--- config.mk ---
export PLATFORM = sky130hd
export DESIGN_NAME = spi_master_gen
export DESIGN_NICKNAME = d
export VERILOG_FILES = /design/src/rtl/spi_master_gen.sv
export SDC_FILE = /design/constraint.sdc
export NUM_CORES = 1
export LEC_CHECK = 0
export ABC_CLOCK_PERIOD_IN_PS = 2720
export CORE_MARGIN = 2
export CORE_UTILIZATION = 55
export DETAILED_ROUTE_END_ITERATION = 6
export HOLD_SLACK_MARGIN = 0.08
export PLACE_DENSITY = 0.85
export SYNTH_ARGS = -nofsm -noshare
export SYNTH_HDL_FRONTEND = slang
export SYNTH_SLANG_ARGS = --single-unit
export TNS_END_PERCENT = 5
--- constraint.sdc ---
create_clock -name Clk -period 2.72 [get_ports Clk]
set_input_delay 0.272 -clock Clk [delete_from_list [all_inputs] [get_ports Clk]]
set_output_delay 0.272 -clock Clk [all_outputs]
set_load 0.01 [all_outputs]
--- src/rtl/spi_master_gen.sv ---
// rtl/spi_master_gen.sv - parametrised SPI master: control FSM, SCK divider, full-duplex shifter, CS decode
//
// Ports:
//   Clk       system clock, all logic on its rising edge
//   Rst       synchronous active-high reset
//   StartTx   start request, honoured only while idle
//   TxData    word to send, latched with the accepted StartTx
//   CPol      SCK idle level
//   CPha      0: sample on leading edge, 1: sample on trailing edge
//   LsbFirst  1: bit 0 goes first, 0: bit DATA_W-1 goes first
//   Div       SCK half-period is Div+1 Clk cycles
//   CsSel     slave index; values >= NUM_CS select nothing
//   MISO      serial data in
//   SCK       serial clock (registered)
//   MOSI      serial data out (registered)
//   CS_n      active-low chip selects (registered)
//   Busy      high in every state except IDLE
//   EndTx     one-cycle completion pulse
//   RxData    last received word, held until the next EndTx
module spi_master_gen #(
  parameter int DATA_W   = 8,
  parameter int DIV_W    = 8,
  parameter int NUM_CS   = 4,
  parameter int CS_SEL_W = 2
) (
  input  logic                Clk,
  input  logic                Rst,
  input  logic                StartTx,
  input  logic [DATA_W-1:0]   TxData,
  input  logic                CPol,
  input  logic                CPha,
  input  logic                LsbFirst,
  input  logic [DIV_W-1:0]    Div,
  input  logic [CS_SEL_W-1:0] CsSel,
  input  logic                MISO,
  output logic                SCK,
  output logic                MOSI,
  output logic [NUM_CS-1:0]   CS_n,
  output logic                Busy,
  output logic                EndTx,
  output logic [DATA_W-1:0]   RxData
);

  // One spare bit so the edge counter can reach 2*DATA_W without wrapping.
  localparam int BIT_W = $clog2(2 * DATA_W) + 1;
  localparam logic [BIT_W-1:0] LAST_EDGE = BIT_W'(2 * DATA_W - 1);

  typedef enum logic [2:0] {
    IDLE  = 3'd0,
    LEAD  = 3'd1,
    XFER  = 3'd2,
    TRAIL = 3'd3,
    DONE  = 3'd4
  } state_t;

  state_t            state;
  logic [DIV_W-1:0]  half_cnt;
  logic [DIV_W-1:0]  div_r;
  logic [BIT_W-1:0]  edge_cnt;
  logic [DATA_W-1:0] tx_sh;
  logic [DATA_W-1:0] rx_sh;
  logic              cpol_r;
  logic              cpha_r;
  logic              lsb_r;

  // Bit that leaves the transmit shifter next, depending on bit order.
  function automatic logic out_bit(input logic [DATA_W-1:0] w, input logic lsb);
    return lsb ? w[0] : w[DATA_W-1];
  endfunction

  // Discard the bit just driven so the next one sits at the output end.
  function automatic logic [DATA_W-1:0] shift_out(input logic [DATA_W-1:0] w, input logic lsb);
    return lsb ? (w >> 1) : (w << 1);
  endfunction

  // Received bits enter from the far end so that after DATA_W samples the
  // first bit lands in bit 0 (LSB first) or bit DATA_W-1 (MSB first).
  function automatic logic [DATA_W-1:0] shift_in(input logic [DATA_W-1:0] w, input logic b,
                                                 input logic lsb);
    return lsb ? {b, w[DATA_W-1:1]} : {w[DATA_W-2:0], b};
  endfunction

  // One-cold decode; an out-of-range select leaves every line high.
  function automatic logic [NUM_CS-1:0] cs_decode(input logic [CS_SEL_W-1:0] sel);
    logic [NUM_CS-1:0] cs;
    cs = '1;
    for (int i = 0; i < NUM_CS; i++) begin
      if (sel == CS_SEL_W'(i)) cs[i] = 1'b0;
    end
    return cs;
  endfunction

  always_ff @(posedge Clk) begin
    if (Rst) begin
      state    <= IDLE;
      half_cnt <= '0;
      div_r    <= '0;
      edge_cnt <= '0;
      tx_sh    <= '0;
      rx_sh    <= '0;
      cpol_r   <= 1'b0;
      cpha_r   <= 1'b0;
      lsb_r    <= 1'b0;
      SCK      <= 1'b0;
      MOSI     <= 1'b0;
      CS_n     <= '1;
      Busy     <= 1'b0;
      EndTx    <= 1'b0;
      RxData   <= '0;
    end else begin
      case (state)
        IDLE: begin
          SCK   <= CPol;
          MOSI  <= 1'b0;
          CS_n  <= '1;
          EndTx <= 1'b0;
          Busy  <= 1'b0;
          if (StartTx) begin
            state    <= LEAD;
            Busy     <= 1'b1;
            cpol_r   <= CPol;
            cpha_r   <= CPha;
            lsb_r    <= LsbFirst;
            div_r    <= Div;
            half_cnt <= '0;
            edge_cnt <= '0;
            rx_sh    <= '0;
            CS_n     <= cs_decode(CsSel);
            // CPha=0 puts the first bit out before the first (sampling) edge;
            // CPha=1 waits for the leading edge to drive it.
            if (CPha) begin
              MOSI  <= 1'b0;
              tx_sh <= TxData;
            end else begin
              MOSI  <= out_bit(TxData, LsbFirst);
              tx_sh <= shift_out(TxData, LsbFirst);
            end
          end
        end

        LEAD: begin
          SCK <= cpol_r;
          if (half_cnt == div_r) begin
            half_cnt <= '0;
            state    <= XFER;
          end else begin
            half_cnt <= half_cnt + 1'b1;
          end
        end

        XFER: begin
          if (half_cnt == div_r) begin
            half_cnt <= '0;
            SCK      <= ~SCK;
            edge_cnt <= edge_cnt + 1'b1;
            // edge_cnt holds the edges already made, so an even count means
            // this toggle is a leading edge.
            if (!edge_cnt[0]) begin
              if (!cpha_r) begin
                rx_sh <= shift_in(rx_sh, MISO, lsb_r);
              end else begin
                MOSI  <= out_bit(tx_sh, lsb_r);
                tx_sh <= shift_out(tx_sh, lsb_r);
              end
            end else begin
              if (cpha_r) begin
                rx_sh <= shift_in(rx_sh, MISO, lsb_r);
              end else if (edge_cnt != LAST_EDGE) begin
                MOSI  <= out_bit(tx_sh, lsb_r);
                tx_sh <= shift_out(tx_sh, lsb_r);
              end
            end
            if (edge_cnt == LAST_EDGE) state <= TRAIL;
          end else begin
            half_cnt <= half_cnt + 1'b1;
          end
        end

        TRAIL: begin
          SCK <= cpol_r;
          if (half_cnt == div_r) begin
            half_cnt <= '0;
            state    <= DONE;
            CS_n     <= '1;
            MOSI     <= 1'b0;
            EndTx    <= 1'b1;
            RxData   <= rx_sh;
          end else begin
            half_cnt <= half_cnt + 1'b1;
          end
        end

        DONE: begin
          // StartTx is deliberately not looked at here.
          EndTx <= 1'b0;
          Busy  <= 1'b0;
          state <= IDLE;
        end

        default: begin
          state <= IDLE;
          Busy  <= 1'b0;
          EndTx <= 1'b0;
          CS_n  <= '1;
          MOSI  <= 1'b0;
        end
      endcase
    end
  end

endmodule

== Yosys cells after proc, flatten, opt, wreduce, memory -nomap -nowiden ==
Cells that the tools add are included.

* Register bits: 59
* Output and inout port bits: 16
* Input bits: 25

* Eq/ne operators: 20
* Muxes and demuxes: 52
* Add/sub/neg operators: 2
* Reductions and logical operators: 21
* Bitwise operators: 4

{| class="wikitable"
|+ Operators by type and width
! operator !! count
|-
| 8-bit two-way mux || 16
|-
| 8-bit case mux with 2 select lines || 3
|-
| 1-bit two-way mux || 17
|-
| 3-bit two-way mux || 5
|-
| 3-bit inequality test, second input constant || 5
|-
| 3-bit case mux with 4 select lines || 1
|-
| 4-bit case mux with 3 select lines || 1
|-
| 2-bit AND reduction || 6
|-
| 6-bit AND reduction || 2
|-
| 5-bit two-way mux || 2
|-
| 2-bit inequality test, second input constant || 5
|-
| 5-bit case mux with 2 select lines || 1
|-
| 5-bit AND reduction || 2
|-
| 8-bit by 1-bit adder with 8-bit output, second input constant || 1
|-
| 8-bit equality test || 1
|-
| 4-bit two-way mux || 2
|-
| 3-bit by 2-bit equality test with 1-bit output, second input constant || 2
|-
| 2-bit OR reduction || 3
|-
| 3-bit OR reduction || 2
|-
| 5-bit by 1-bit adder with 5-bit output, second input constant || 1
|-
| 5-bit by 4-bit equality test with 1-bit output, second input constant || 1
|-
| 5-bit by 4-bit inequality test with 1-bit output, second input constant || 1
|-
| 2-bit equality test, second input constant || 2
|-
| 1-bit NOT || 4
|-
| other kinds (11) || 13
|}

== Depth between registers and ports, before layout ==
Gate-level depths: netlist of run 1.

* Word-level depth: 6
* Mapped depth: 8
* Depth with buffers taken out: 8

== Least setup slack after synthesis of run 1 ==
Ideal clock, no wire load.

* Path kind: reg2reg
* Start: register edge_cnt[0]
* End: register tx_sh[7]
* Path slack: 0.570 ns
* Cell stages (with the launch flop): 9
* Library setup time: 0.122 ns
* Data required time: 2.598 ns
* Clock period less this slack: 2.150 ns
* Arrival time: 2.028 ns
* Path through: dfxtp_1 > ha_1 > and3_1 > ha_1 > nor3b_1 > o311ai_0 > clkbuf_1 > o21bai_1 > o311a_1

* Longest elaborated chain between the ends: 3
* Elaborated cells on any way between the ends: 8

{| class="wikitable"
|+ Ends and longest elaborated chain
! item !! line !! RTL
|-
| start, declared || 59 || <nowiki>logic [BIT_W-1:0] edge_cnt;</nowiki>
|-
| start signal, assigned || 155 || <nowiki>edge_cnt <= edge_cnt + 1'b1;</nowiki>
|-
| 5-bit by 4-bit inequality test with 1-bit output or 8-bit two-way mux (tied branches) || 168, 158 ||
|-
| 3-bit inequality test (no source line) or 8-bit two-way mux (tied branches) || n/a ||
|-
| 6-bit AND reduction (no source line) or 8-bit case mux with 2 select lines (tied branches) || n/a ||
|-
| end signal, assigned || 136 || <nowiki>tx_sh <= shift_out(TxData, LsbFirst);</nowiki>
|-
| end signal, assigned || 163 || <nowiki>tx_sh <= shift_out(tx_sh, lsb_r);</nowiki>
|-
| end signal, assigned || 170 || <nowiki>tx_sh <= shift_out(tx_sh, lsb_r);</nowiki>
|-
| end, declared || 60 || <nowiki>logic [DATA_W-1:0] tx_sh;</nowiki>
|}

Parallel ways exist; a longest one is shown, timed or not. The select of a mux whose other input is x is not followed.
A chain may end at the register's enable or synchronous reset.

== Final worst setup path of run 1 ==
* Start: register state[1]
* End: register rx_sh[3]

* Longest elaborated chain between the ends: 3
* Elaborated cells on any way between the ends: 9

{| class="wikitable"
|+ Ends and longest elaborated chain
! item !! line !! RTL
|-
| start, declared || 56 || <nowiki>state_t state;</nowiki>
|-
| start signal, assigned || 95 || <nowiki>state <= IDLE;</nowiki>
|-
| start signal, assigned || 119 || <nowiki>state <= LEAD;</nowiki>
|-
| start signal, assigned || 145 || <nowiki>state <= XFER;</nowiki>
|-
| 3-bit by 2-bit equality test with 1-bit output or 3-bit zero test (tied branches) || 111 || <nowiki>case (state)</nowiki>
|-
| 3-bit inequality test (no source line), or another cell as far along || n/a ||
|-
| 5-bit AND reduction (no source line) || n/a ||
|-
| end signal, assigned || 160 || <nowiki>rx_sh <= shift_in(rx_sh, MISO, lsb_r);</nowiki>
|-
| end signal, assigned || 167 || <nowiki>rx_sh <= shift_in(rx_sh, MISO, lsb_r);</nowiki>
|-
| end, declared || 61 || <nowiki>logic [DATA_W-1:0] rx_sh;</nowiki>
|}

Parallel ways exist; a longest one is shown, timed or not.

==> results of run 1 <==
==> metal layers <==
layer | vias to the layer above | GRT usage [%] | part of all wire [%] | wire length (um)
met3 | 14 | 5.58 | 6.2 | 421
met4 | 0 | 9.82 | 1.7 | 118
met5 | - | 0 | 0 | 0
li1 | 1330 | - | - | -
met2 | 70 | 36.3 | 44 | 2990
met1 | 1226 | 31.5 | 48 | 3220
==> logic make-up (layout without fill, tap and decap cells) <==
| logic type | Yosys count | in the layout | synth area share [%] |
|---|---|---|---|
| AOI/OAI and AO/OA | 95 | 95 | 21.0 |
| xor gates and xnor gates | 13 | 13 | 3.80 |
| adders and majority gates | 3 | 3 | 1.25 |
| buffers and inverters | 28 | 69 | 3.64 |
| DFF | 59 | 59 | 39.5 |
| muxes | 30 | 30 | 10.0 |
| and+or+nand+nor | 118 | 118 | 20.8 |
==> power by group <==
group	internal (W)	switching (W)	total (W)
logic	0.000253	0.000332	0.000585
registers	0.000924	0.0000685	0.000993
clock network	0.000509	0.000337	0.000847
==> layout make-up <==
type | count | share of cell area [%]
flip-flops and latches | 59 | 32.3
clock inverters | 6 | 2.19
inverters | 5 | 0.514
repair buffers | 48 | 12.5
clock buffers | 10 | 3.49
well taps | 70 | 2.40
multi-input cells | 259 | 46.6
==> critical path: stages (launching register included) <==
cell,delay [ns]
sky130_fd_sc_hd__dfxtp_1,0.60
sky130_fd_sc_hd__or3b_2,0.65
sky130_fd_sc_hd__or3_1,0.54
sky130_fd_sc_hd__o32ai_1,0.33
==> registers in the layout, indices dropped and copies added, names as in the netlist <==
name,flops
Busy,1
CS_n,4
EndTx,1
MOSI,1
RxData,8
SCK,1
cpha_r,1
cpol_r,1
div_r,8
edge_cnt,5
half_cnt,8
lsb_r,1
rx_sh,8
state,3
tx_sh,8
==> placed cells by master (no fill, tap or decap), types with 3 or more instances in the layout <==
master | netlist | final
sky130_fd_sc_hd__nor3_1 | 6 | 6
sky130_fd_sc_hd__dfxtp_1 | 59 | 59
sky130_fd_sc_hd__clkinv_2 | 0 | 4
sky130_fd_sc_hd__a21oi_1 | 32 | 32
sky130_fd_sc_hd__clkdlybuf4s50_1 | 0 | 39
sky130_fd_sc_hd__nand3_1 | 8 | 8
sky130_fd_sc_hd__a2bb2oi_1 | 4 | 4
sky130_fd_sc_hd__a211oi_1 | 3 | 3
sky130_fd_sc_hd__nand2_1 | 35 | 35
sky130_fd_sc_hd__a31oi_1 | 5 | 5
sky130_fd_sc_hd__o21ai_0 | 19 | 19
sky130_fd_sc_hd__o21bai_1 | 4 | 4
sky130_fd_sc_hd__or3_1 | 9 | 9
sky130_fd_sc_hd__and2_1 | 4 | 4
sky130_fd_sc_hd__xnor2_1 | 3 | 3
sky130_fd_sc_hd__buf_4 | 0 | 8
sky130_fd_sc_hd__o32ai_1 | 11 | 11
sky130_fd_sc_hd__inv_1 | 5 | 5
sky130_fd_sc_hd__nor2_1 | 24 | 24
sky130_fd_sc_hd__o311a_1 | 3 | 3
sky130_fd_sc_hd__clkbuf_8 | 0 | 9
sky130_fd_sc_hd__and3_1 | 4 | 4
sky130_fd_sc_hd__xor2_1 | 10 | 10
sky130_fd_sc_hd__nand2b_1 | 11 | 11
sky130_fd_sc_hd__ha_1 | 3 | 3
sky130_fd_sc_hd__mux2i_1 | 30 | 30
sky130_fd_sc_hd__nor2b_1 | 3 | 3
==> worst min-delay path by stage <==
stage,from,to,slack (ns),cells past startpoint
5_1_grt,Div[4],div_r[4],0.49,3
4_1_cts,Rst,half_cnt[1],0.45,2
3_5_place_dp,cpol_r,cpol_r,0.46,2
3_3_place_gp,cpol_r,cpol_r,0.45,2
6_report,Rst,half_cnt[1],0.46,2
2_1_floorplan,CsSel[0],CS_n[1],0.36,1
==> metrics by stage <==
| step | std cells | worst slack (ns) | area (um^2) | power, W |
|---|---|---|---|---|
| 2_1_floorplan | 346 | 0.570 | 2990 | 0.00140 |
| 3_3_place_gp | 441 | 0.602 | 3450 | 0.00157 |
| 3_5_place_dp | 441 | 0.535 | 3450 | 0.00158 |
| 4_1_cts | 457 | 0.537 | 3650 | 0.00243 |
| 5_1_grt | 457 | 0.346 | 3650 | 0.00254 |
| 6_report | 457 | 0.485 | 3650 | 0.00242 |
==> results.md, run 1 <==
- The flow ran to the end, and the final reports show no timing, DRC or antenna violations.
- The filler cell count is about 410.
- Setup violations remaining at the end of the flow were counted as 0.
- The worst register-to-register path begins at state[1].
- The multi-input combinational cell area is 1700 um^2.
- For the worst-skew pair, the clock arrives at the later sink with an insertion delay of 0.34 ns.
- For this configuration, the core starts out at a cell density of 57.9%.
- The die is about 78 um tall.
- After synthesis the cells add up to 2990 um^2.
- The count of final hold-check violations came to 0.
- Along the worst path, the maximum fanout reaches 15.
- The CTS tree is done.
- The portion of synthesized cell area occupied by the leading cell type is 39.5%.
- The number of top-level pins is 41.
- For flop-to-flop paths, the worst setup slack is ~0.49 ns.
- Cells with a size suffix above 1 make up 8.53% of the layout.
- The most area-hungry cell type in the Yosys netlist is sky130_fd_sc_hd__dfxtp_1.
- Counting I/O delays and the setup requirement, the final critical path takes 2.23 ns.
- The total leakage power is between 1 and 1.5 nW.
- The via count is 2640.
- The count of nets left with antenna violations once routing finished came out at 0.
- CTS placed an instance of sky130_fd_sc_hd__clkbuf_8 at the clock tree root.
- The kind of end point of the critical path is a register.
- Setup repair after global routing left no endpoint under its margin.
- VDD sags by at most between 0.4 and 0.5 mV.
- The max-slew headroom at the worst pin is 53.7%.
- The path depth of the worst reg2reg path is 3.
- The arrival time at the worst endpoint is about 2.5 ns.
- From left edge to right edge, the die measures 77.8 um.
- At the end of the flow the core is filled with cells to 70.6%.
- For this run, the number of Yosys warnings is 0.
- The number of clock sinks seen by CTS is slightly below 60.
- The post-synthesis cell type count is 47.
- The initial antenna violation count was 0.
- Sequential elements use 39.5% of the synthesized area.
- Data on the critical path is required at its endpoint by around 3.0 ns.
- The post-synthesis area per instance is ~8.6 um^2.
- The detail-routed net length per standard cell is 14.8 um.
- Counting flops and latches in the post-synthesis netlist gives 59.
- The final worst-path cycle share is 82.2%.
- The nature of the critical path startpoint is a register.
- Static timing analysis puts the maximum clock frequency at about 450 MHz.
- The floorplan step defined a core boundary enclosing around 5200 um^2.
- The number of instances in the synthesized netlist is roughly 350.
- The number of DRC markers in iteration 0 is 200.
- Ranked by total cell area, the synthesized netlist is headed by sky130_fd_sc_hd__dfxtp_1 (39%), sky130_fd_sc_hd__mux2i_1 (10%), sky130_fd_sc_hd__a21oi_1 (5.4%).
- The routed design has 6.75 mm of wire.
- The hold buffer count at cts is 0.
- For this run, design rule violations remaining after detail routing come to 0.
- The number of nets handed over by synthesis was 374.
- The repair_antennas step left the layout with diodes totalling 0.
- From synthesis to final layout, the design area changed by 22.1%.
- Power spread over the standard cell area amounts to 663 nW/um^2.
- The floorplan step defined a die boundary enclosing 6050 um^2.
- The count of buffers inserted at the top-level ports is 40.
- Summed over all layers, the global routing overflow is 0.
- The first TritonRoute pass finished after 4 iterations.
- The endpoint of the most critical register-to-register path is rx_sh[3].
- The transition time at the pin with the least slew margin is a little under 0.7 ns.
- The worst setup path is of the reg2reg kind.
- The weighted congestion at the end of routability-driven global placement is 0.913.
- The net total in the final layout is between 400 and 500.
- Buffers added to address setup during post-CTS repair amount to 0.
- The aggregate global-route resource usage is 23.5%.
- The leading register cell type out of synthesis is sky130_fd_sc_hd__dfxtp_1.
- Summed over all failing endpoints, the final setup total negative slack is 0 ns.
- Across the run, the number of max-cap violations was 0.
- The initialized floorplan defines 26 standard-cell rows.
- The count of final max-slew check failures is 0.
- The launching instance or port of the critical path is state[1].
- Following the worst setup path forward leads to its endpoint at rx_sh[3].
- The longest clock path from root to sink contains 2 buffers.
- Detailed placement finished with a half-perimeter wire length of 4.57 mm.
- The CTS H-tree depth is 3.
- The worst min-delay path class is in2reg.
- Clock-pin slew was measured on the worst setup and hold paths at about 0.070 ns.
- The flip-flop and latch area is 1180 um^2.
- By instance count, the leading cell after synthesis is sky130_fd_sc_hd__dfxtp_1.
- The via count of the first global-routing pass is around 2400.
- The final hold slack is 0.460 ns.
- The post-cts repair resize count is 0.
- The number of CTS-inserted buffers is 9.
- The count of flip-flops with a built-in enable after synthesis is 0.
- After synthesis, the most frequently instantiated cells are sky130_fd_sc_hd__dfxtp_1 (59), sky130_fd_sc_hd__nand2_1 (35), sky130_fd_sc_hd__a21oi_1 (32).
- In the synthesized netlist the async set-or-reset flop fraction comes to 0%.
- The pin count of the biggest net entering global routing is 37.
- The wire length of the first global-routing pass is 11.3 mm.
- After detailed routing, the number of vias per cell comes to 5.78.
- On the final layout, the worst clock skew is 0.0100 ns.
No activity file was read; power rests on OpenSTA's default activity.
==> inputs of run 2 (changes only) <==
- ABC_CLOCK_PERIOD_IN_PS: 2720 -> 1900
- CORE_UTILIZATION: 55 -> 49
- PLACE_DENSITY: 0.85 -> 0.8
- clock period: 2.72 -> 1.9 ns (I/O delays scaled with it)
==> results.md, run 2 (synthesis gave the netlist of run 1 again) <==
- Setup repair after global routing could not meet its margin everywhere.
- The cell at the root of the clock tree is sky130_fd_sc_hd__clkbuf_8.
- The longest clock path from root to sink contains 2 buffers.
- The post-layout utilization of the core is 67.9%.
- The worst setup path is launched from a register.
- The number of setup violations in the final report is 3.
- Leaving out fill and tap cells, the most frequent cell in the layout is sky130_fd_sc_hd__dfxtp_1.
- The die is 82.2 um wide.
- Across the VDD grid, the largest voltage drop is 0.537 mV.
- For this run, design rule violations remaining after detail routing come to 0.
- Headroom to the max-slew limit came out at 61.9%.
- The die height is about 82 um.
- Hold repair after CTS inserted 0 buffers.
- Leaving out filler cells and counting taps, the final layout contains 488.
- The smallest clock period supported by the final layout is computed as roughly 1.9 ns.
- The final reports fail on negative setup slack.
- For the pin with the worst max-slew slack, the measured transition is between 0.5 and 0.6 ns.
- The layout has 450 filler cells.
- The tree built by TritonCTS fans out to 59 sinks.
- The final wirelength is 7.58 mm.
- Power spread over the standard cell area amounts to 934 nW/um^2.
- The run finished, with violations left.
- For this run, the slowest stage of the critical path takes about 0.33 ns.
- The reported max-cap violation count is 0.
- The worst setup path is of the reg2reg kind.
- The detail-routed net length per standard cell is 15.5 um.
- The number of buffers and inverters on the critical path is 0.
- Routability-driven placement finished with a final weighted congestion of 0.832.
- Entering global routing, the biggest net connects 42 pins.
- The via density per instance is 5.92.
- The via count of the first global-routing pass was 2593.
- The count of final max-slew check failures came to 0.
- The worst min-delay path class is in2reg.
- The CTS H-tree depth is 3.
- After global routing the overflow that remains totals 0.
- In this run the worst path has a maximum fanout of 3.
- The fraction of final layout cells sized beyond drive strength 1 is ~18%.
- The antenna diode count is 0.
- The maximum clock skew at final layout is 0.0108 ns.
- The die covers 6750 um^2.
- The total iterations of the first detailed-routing run is 5.
- Clock-pin slew was measured on the worst setup and hold paths at 0.07 ns.
- In this run the remaining antenna-violating nets after routing total 0.
- The first global-routing pass estimated 11.9 mm of wire.
- The net total in the final layout is 436.
- The kind of cell with the highest combined delay on the critical path is compound AO/OA/AOI/OAI gates.
- Data arrives at the worst endpoint at between 2 and 2.5 ns.
- The initial antenna violation count is 0.
- The floorplan has 28 rows.
- The routed layout has 2888 vias.
- The number of placed cells counting well taps is 470.
- The kind of end point of the critical path is a register.
- Global routing used 23.2% of the available tracks across all layers.
- The count of final hold-check violations is 0.
- Walking the worst path, the cells encountered are ha_2 -> and3_4 -> ha_4 -> nor3b_4 -> nor3_2 -> o31a_1 -> o311a_1.
- Timing would allow up to between 500 and 600 MHz.
- The effective utilization at floorplan is 50.5%.
- 41 I/O pins were placed.
- The total leakage power is 1.49 nW.
- The final critical path takes up 102% of the cycle.
- The final total power is 0.00376 W.
- The clock latency on the worst-skew pair is 0.34 ns.
- The slowest stage of the critical path is the sky130_fd_sc_hd__dfxtp_2 cell.
- The final HPWL from detailed placement is 5.13 mm.
- At the worst endpoint, the required time is 2.13 ns.
- The final critical-path setup slack is -0.0376 ns.
- The tightest hold path in the finished design has a slack of 0.255 ns.
- In this run the standard cell core region covers 5920 um^2.
- The number of DRC markers in iteration 0 is approximately 200.
- The area growth from synthesis to final layout is 34.4%.
- The number of CTS-inserted buffers is 9.
- The CTS tree is done.
- In the layout the commonest cells are sky130_fd_sc_hd__dfxtp_1 (55), sky130_fd_sc_hd__clkdlybuf4s50_1 (39), sky130_fd_sc_hd__nand2_1 (35).
- The count of buffers inserted at the top-level ports is 40.
- Before CTS, the worst setup slack after placement is -0.108 ns.
run 2: worst paths after layout:
| kind | slack (ns) | start | endpoint | cells after the start |
|---|---|---|---|---|
| worst max-delay path | -0.04 | edge_cnt[1] | MOSI | 7 |
| worst min-delay path | 0.25 | Rst | tx_sh[0] | 2 |
| worst max register to register | -0.04 | edge_cnt[1] | MOSI | 7 |
| worst min register to register | 0.47 | div_r[6] | div_r[6] | 2 |
run 2: timing repair:
| item | CTS | global route |
|---|---|---|
| gates resized for setup | 3 | 14 |
| endpoints found under the setup margin | 14 | 17 |
| pin swaps | 4 | 9 |
| buffers inserted | 0 | 1 |
| cloned | 0 | 1 |
run 2: stage by stage:
stage / TNS (ns) / instance area [um^2]
detailed placement: -0.866 / 3690
global route: -0.956 / 4020
global placement: -0.0473 / 3690
finish: -0.0432 / 4020
CTS: -0.0108 / 3930
floorplan: -0.0531 / 3030
run 2: final cells by class:
type                    instances  area [um^2]  share of cell area (%)
clock buffers                  10          128                    3.17
clock inverters                 6         88.8                    2.21
inverters                       5         18.8                   0.467
multi-input cells             260         1820                    45.3
flip-flops and latches         59         1190                    29.5
well taps                      75         93.8                    2.33
repair buffers                 73          684                    17.0
run 2: metal layers:
metal	GRT usage [%]	share of wire (%)	vias to the layer above
met4	13.0	3.0	0
met3	4.89	6.1	21
met5	0	0	-
met2	36.9	47	116
li1	-	-	1389
met1	29.2	44	1362
run 2: where the power goes:
group          internal (W)  switching, W  leakage, nW  total (W)
clock network      0.000740      0.000520        0.103    0.00126
registers           0.00133     0.0000803        0.481    0.00141
logic              0.000503      0.000589        0.902    0.00109
total               0.00257       0.00119         1.49    0.00376
run 2: worst register-to-register path, stage by stage, from the launching register on:
cell	delay, ns
sky130_fd_sc_hd__dfxtp_2	0.33
sky130_fd_sc_hd__ha_2	0.16
sky130_fd_sc_hd__and3_4	0.17
sky130_fd_sc_hd__ha_4	0.16
sky130_fd_sc_hd__nor3b_4	0.29
sky130_fd_sc_hd__nor3_2	0.08
sky130_fd_sc_hd__o31a_1	0.33
sky130_fd_sc_hd__o311a_1	0.30
==> RTL change (flow settings as in run 2) <==
Encoding of `state_t`: now one-hot (5 bits for 5 states).
--- a/src/rtl/spi_master_gen.sv
+++ b/src/rtl/spi_master_gen.sv
@@ -45,12 +45,12 @@
   localparam int BIT_W = $clog2(2 * DATA_W) + 1;
   localparam logic [BIT_W-1:0] LAST_EDGE = BIT_W'(2 * DATA_W - 1);
 
-  typedef enum logic [2:0] {
-    IDLE  = 3'd0,
-    LEAD  = 3'd1,
-    XFER  = 3'd2,
-    TRAIL = 3'd3,
-    DONE  = 3'd4
+  typedef enum logic [4:0] {
+    IDLE  = 5'b00001,
+    LEAD  = 5'b00010,
+    XFER  = 5'b00100,
+    TRAIL = 5'b01000,
+    DONE  = 5'b10000
   } state_t;
 
   state_t            state;
Function: no difference found for any inputs over 10 cycles, from zero or initial values and one cycle with Rst high; not proved beyond that.
==> RTL change against run 2 <==
  * Cell count grew 5.1%
  * Synthesized area grew 4.5%
  * Core utilization shrank 2.4 points
  * Wire length shrank 5.4%
  * Critical path type unchanged
  * Critical path depth grew 2
  * Sequential cell count grew 2
  * Synthesized cell count grew 4.9%
  * Via count shrank 2.4%
  * Final area grew 2.3%
  * Setup slack lost 0.027 ns
  * The run still ends with negative setup slack left
Power is not compared: it rests on default switching activity, and its combinational part moved more than twofold at a synthesized area within 25%.
==> RTL change: results (changes against run 2) <==
synthesis:
  synth_nets: 391  # +4.5%
  ys_types: 52  # +11%
  synth.area.top_cells: "dfxtp_1, mux2i_1, nor2_1"
  ys_seq_area_share_pct: 39.1  # -0.41 points
critical_path:
  path_max_fanout: 5  # +2
  regToRegEndpoint: "tx_sh[7]"
  reg2reg_from: "edge_cnt[0]"
  crit_arrival_ns: 2.22  # +0.05 ns
  rr_worst_depth: 9  # +2
detailed_routing:
  vias: 2818  # -2.4%
  wl_um: 7170  # -5.4%
worst_hold_path:
  min_path_cells: 3  # +1
  hold-path-endpoint: "div_r[4]"
  hp-start: "Div[4]"
cells_and_area:
  fin_nets: 459  # +5.3%
  num-fill-cells: 512  # +14%
  drive_gt1_share_pct: 19.0  # +0.88 points
status:
  violations: "negative setup slack"
  status: "complete, but fails checks"
sta:
  fin_ws_ns: -0.0649  # -0.0272 ns
  tns_ns: -0.365  # -0.322 ns
  finClkSkew_ns: 0.00698  # -0.00379 ns
  setup_viol: 9  # +6
  tightest_slew_ns: 0.389  # -0.182 ns
global_routing:
  grt_pass1_wl_um: 11700  # -1.9%
  track_usage_pct: 20.4  # -2.8 points
  grt_pass1_vias: 2595  # +0.077%
  grt_max_degree: 23  # -45%
placement:
  dpl_cell_area_um2: 3810  # +3.1%
  dp_hpwl_um: 5040  # -1.6%
  gp_congestion: 0.863  # +3.7%
  dp_slack_ns: -0.166  # -0.0580 ns
-- RTL change: metal layers --
metal	wire length, um	global-route usage [%]
met2	3670	34.5
met1	3090	25.2
met4	140	9.38
met3	267	3.76
met5	0	0
-- RTL change: area by class of cell --
type                       instances  area share, %
multi-input combinational        272           44.3
timing repair buffer              82           18.4
sequential                        61           29.8
inverter                           5          0.456
tap                               77           2.34
clock inverter                     4           1.16
clock buffer                      12           3.53
-- RTL change: how the worst max path moves through the flow --
| stage | startpoint | end | slack [ns] | cells past startpoint |
|---|---|---|---|---|
| final | edge_cnt[0] | tx_sh[7] | -0.06 | 9 |
| after global routing | edge_cnt[0] | tx_sh[1] | -0.11 | 9 |
| after floorplan | state[1] | edge_cnt[1] | -0.02 | 9 |
| after detailed placement | StartTx | rx_sh[0] | -0.17 | 7 |
| after global placement | StartTx | rx_sh[0] | -0.1 | 7 |
| after CTS | edge_cnt[0] | tx_sh[2] | -0.05 | 9 |
-- RTL change: where the power goes --
part / switching [mW] / total (mW) / internal (mW)
clock network: 0.508 / 1.15 / 0.638
logic: 0.269 / 0.534 / 0.264
registers: 0.0325 / 1.36 / 1.33
-- RTL change: kinds of logic (layout without fill, tap and decap cells) --
group	after synthesis	count (layout)	share of synthesized area [%]
AO/OA/AOI/OAI	68	68	14.4
XOR/XNOR	19	19	5.32
adder cells (fa/ha/maj)	3	3	1.20
buffers and inverters	30	103	4.96
flip-flops	61	61	39.1
multiplexers	39	39	12.5
AND/OR/NAND/NOR	143	143	22.5
-- RTL change: critical path, cell delays in order, from the launching register on --
cell,delay (ns)
dfxtp_2,0.34
ha_4,0.15
and3_4,0.18
ha_4,0.15
or3b_4,0.37
nand2_2,0.08
o211a_4,0.20
clkbuf_16,0.15
nor2_1,0.04
a211oi_1,0.22
-- RTL change: timing repair --
| action | CTS | global route |
|---|---|---|
| endpoints found under the hold margin | 0 | 0 |
| resized for setup | 7 | 9 |
| setup endpoints to repair | 19 | 31 |
| pin swaps | 3 | 5 |
| buffers inserted | 0 | 2 |
| gates cloned | 0 | 1 |
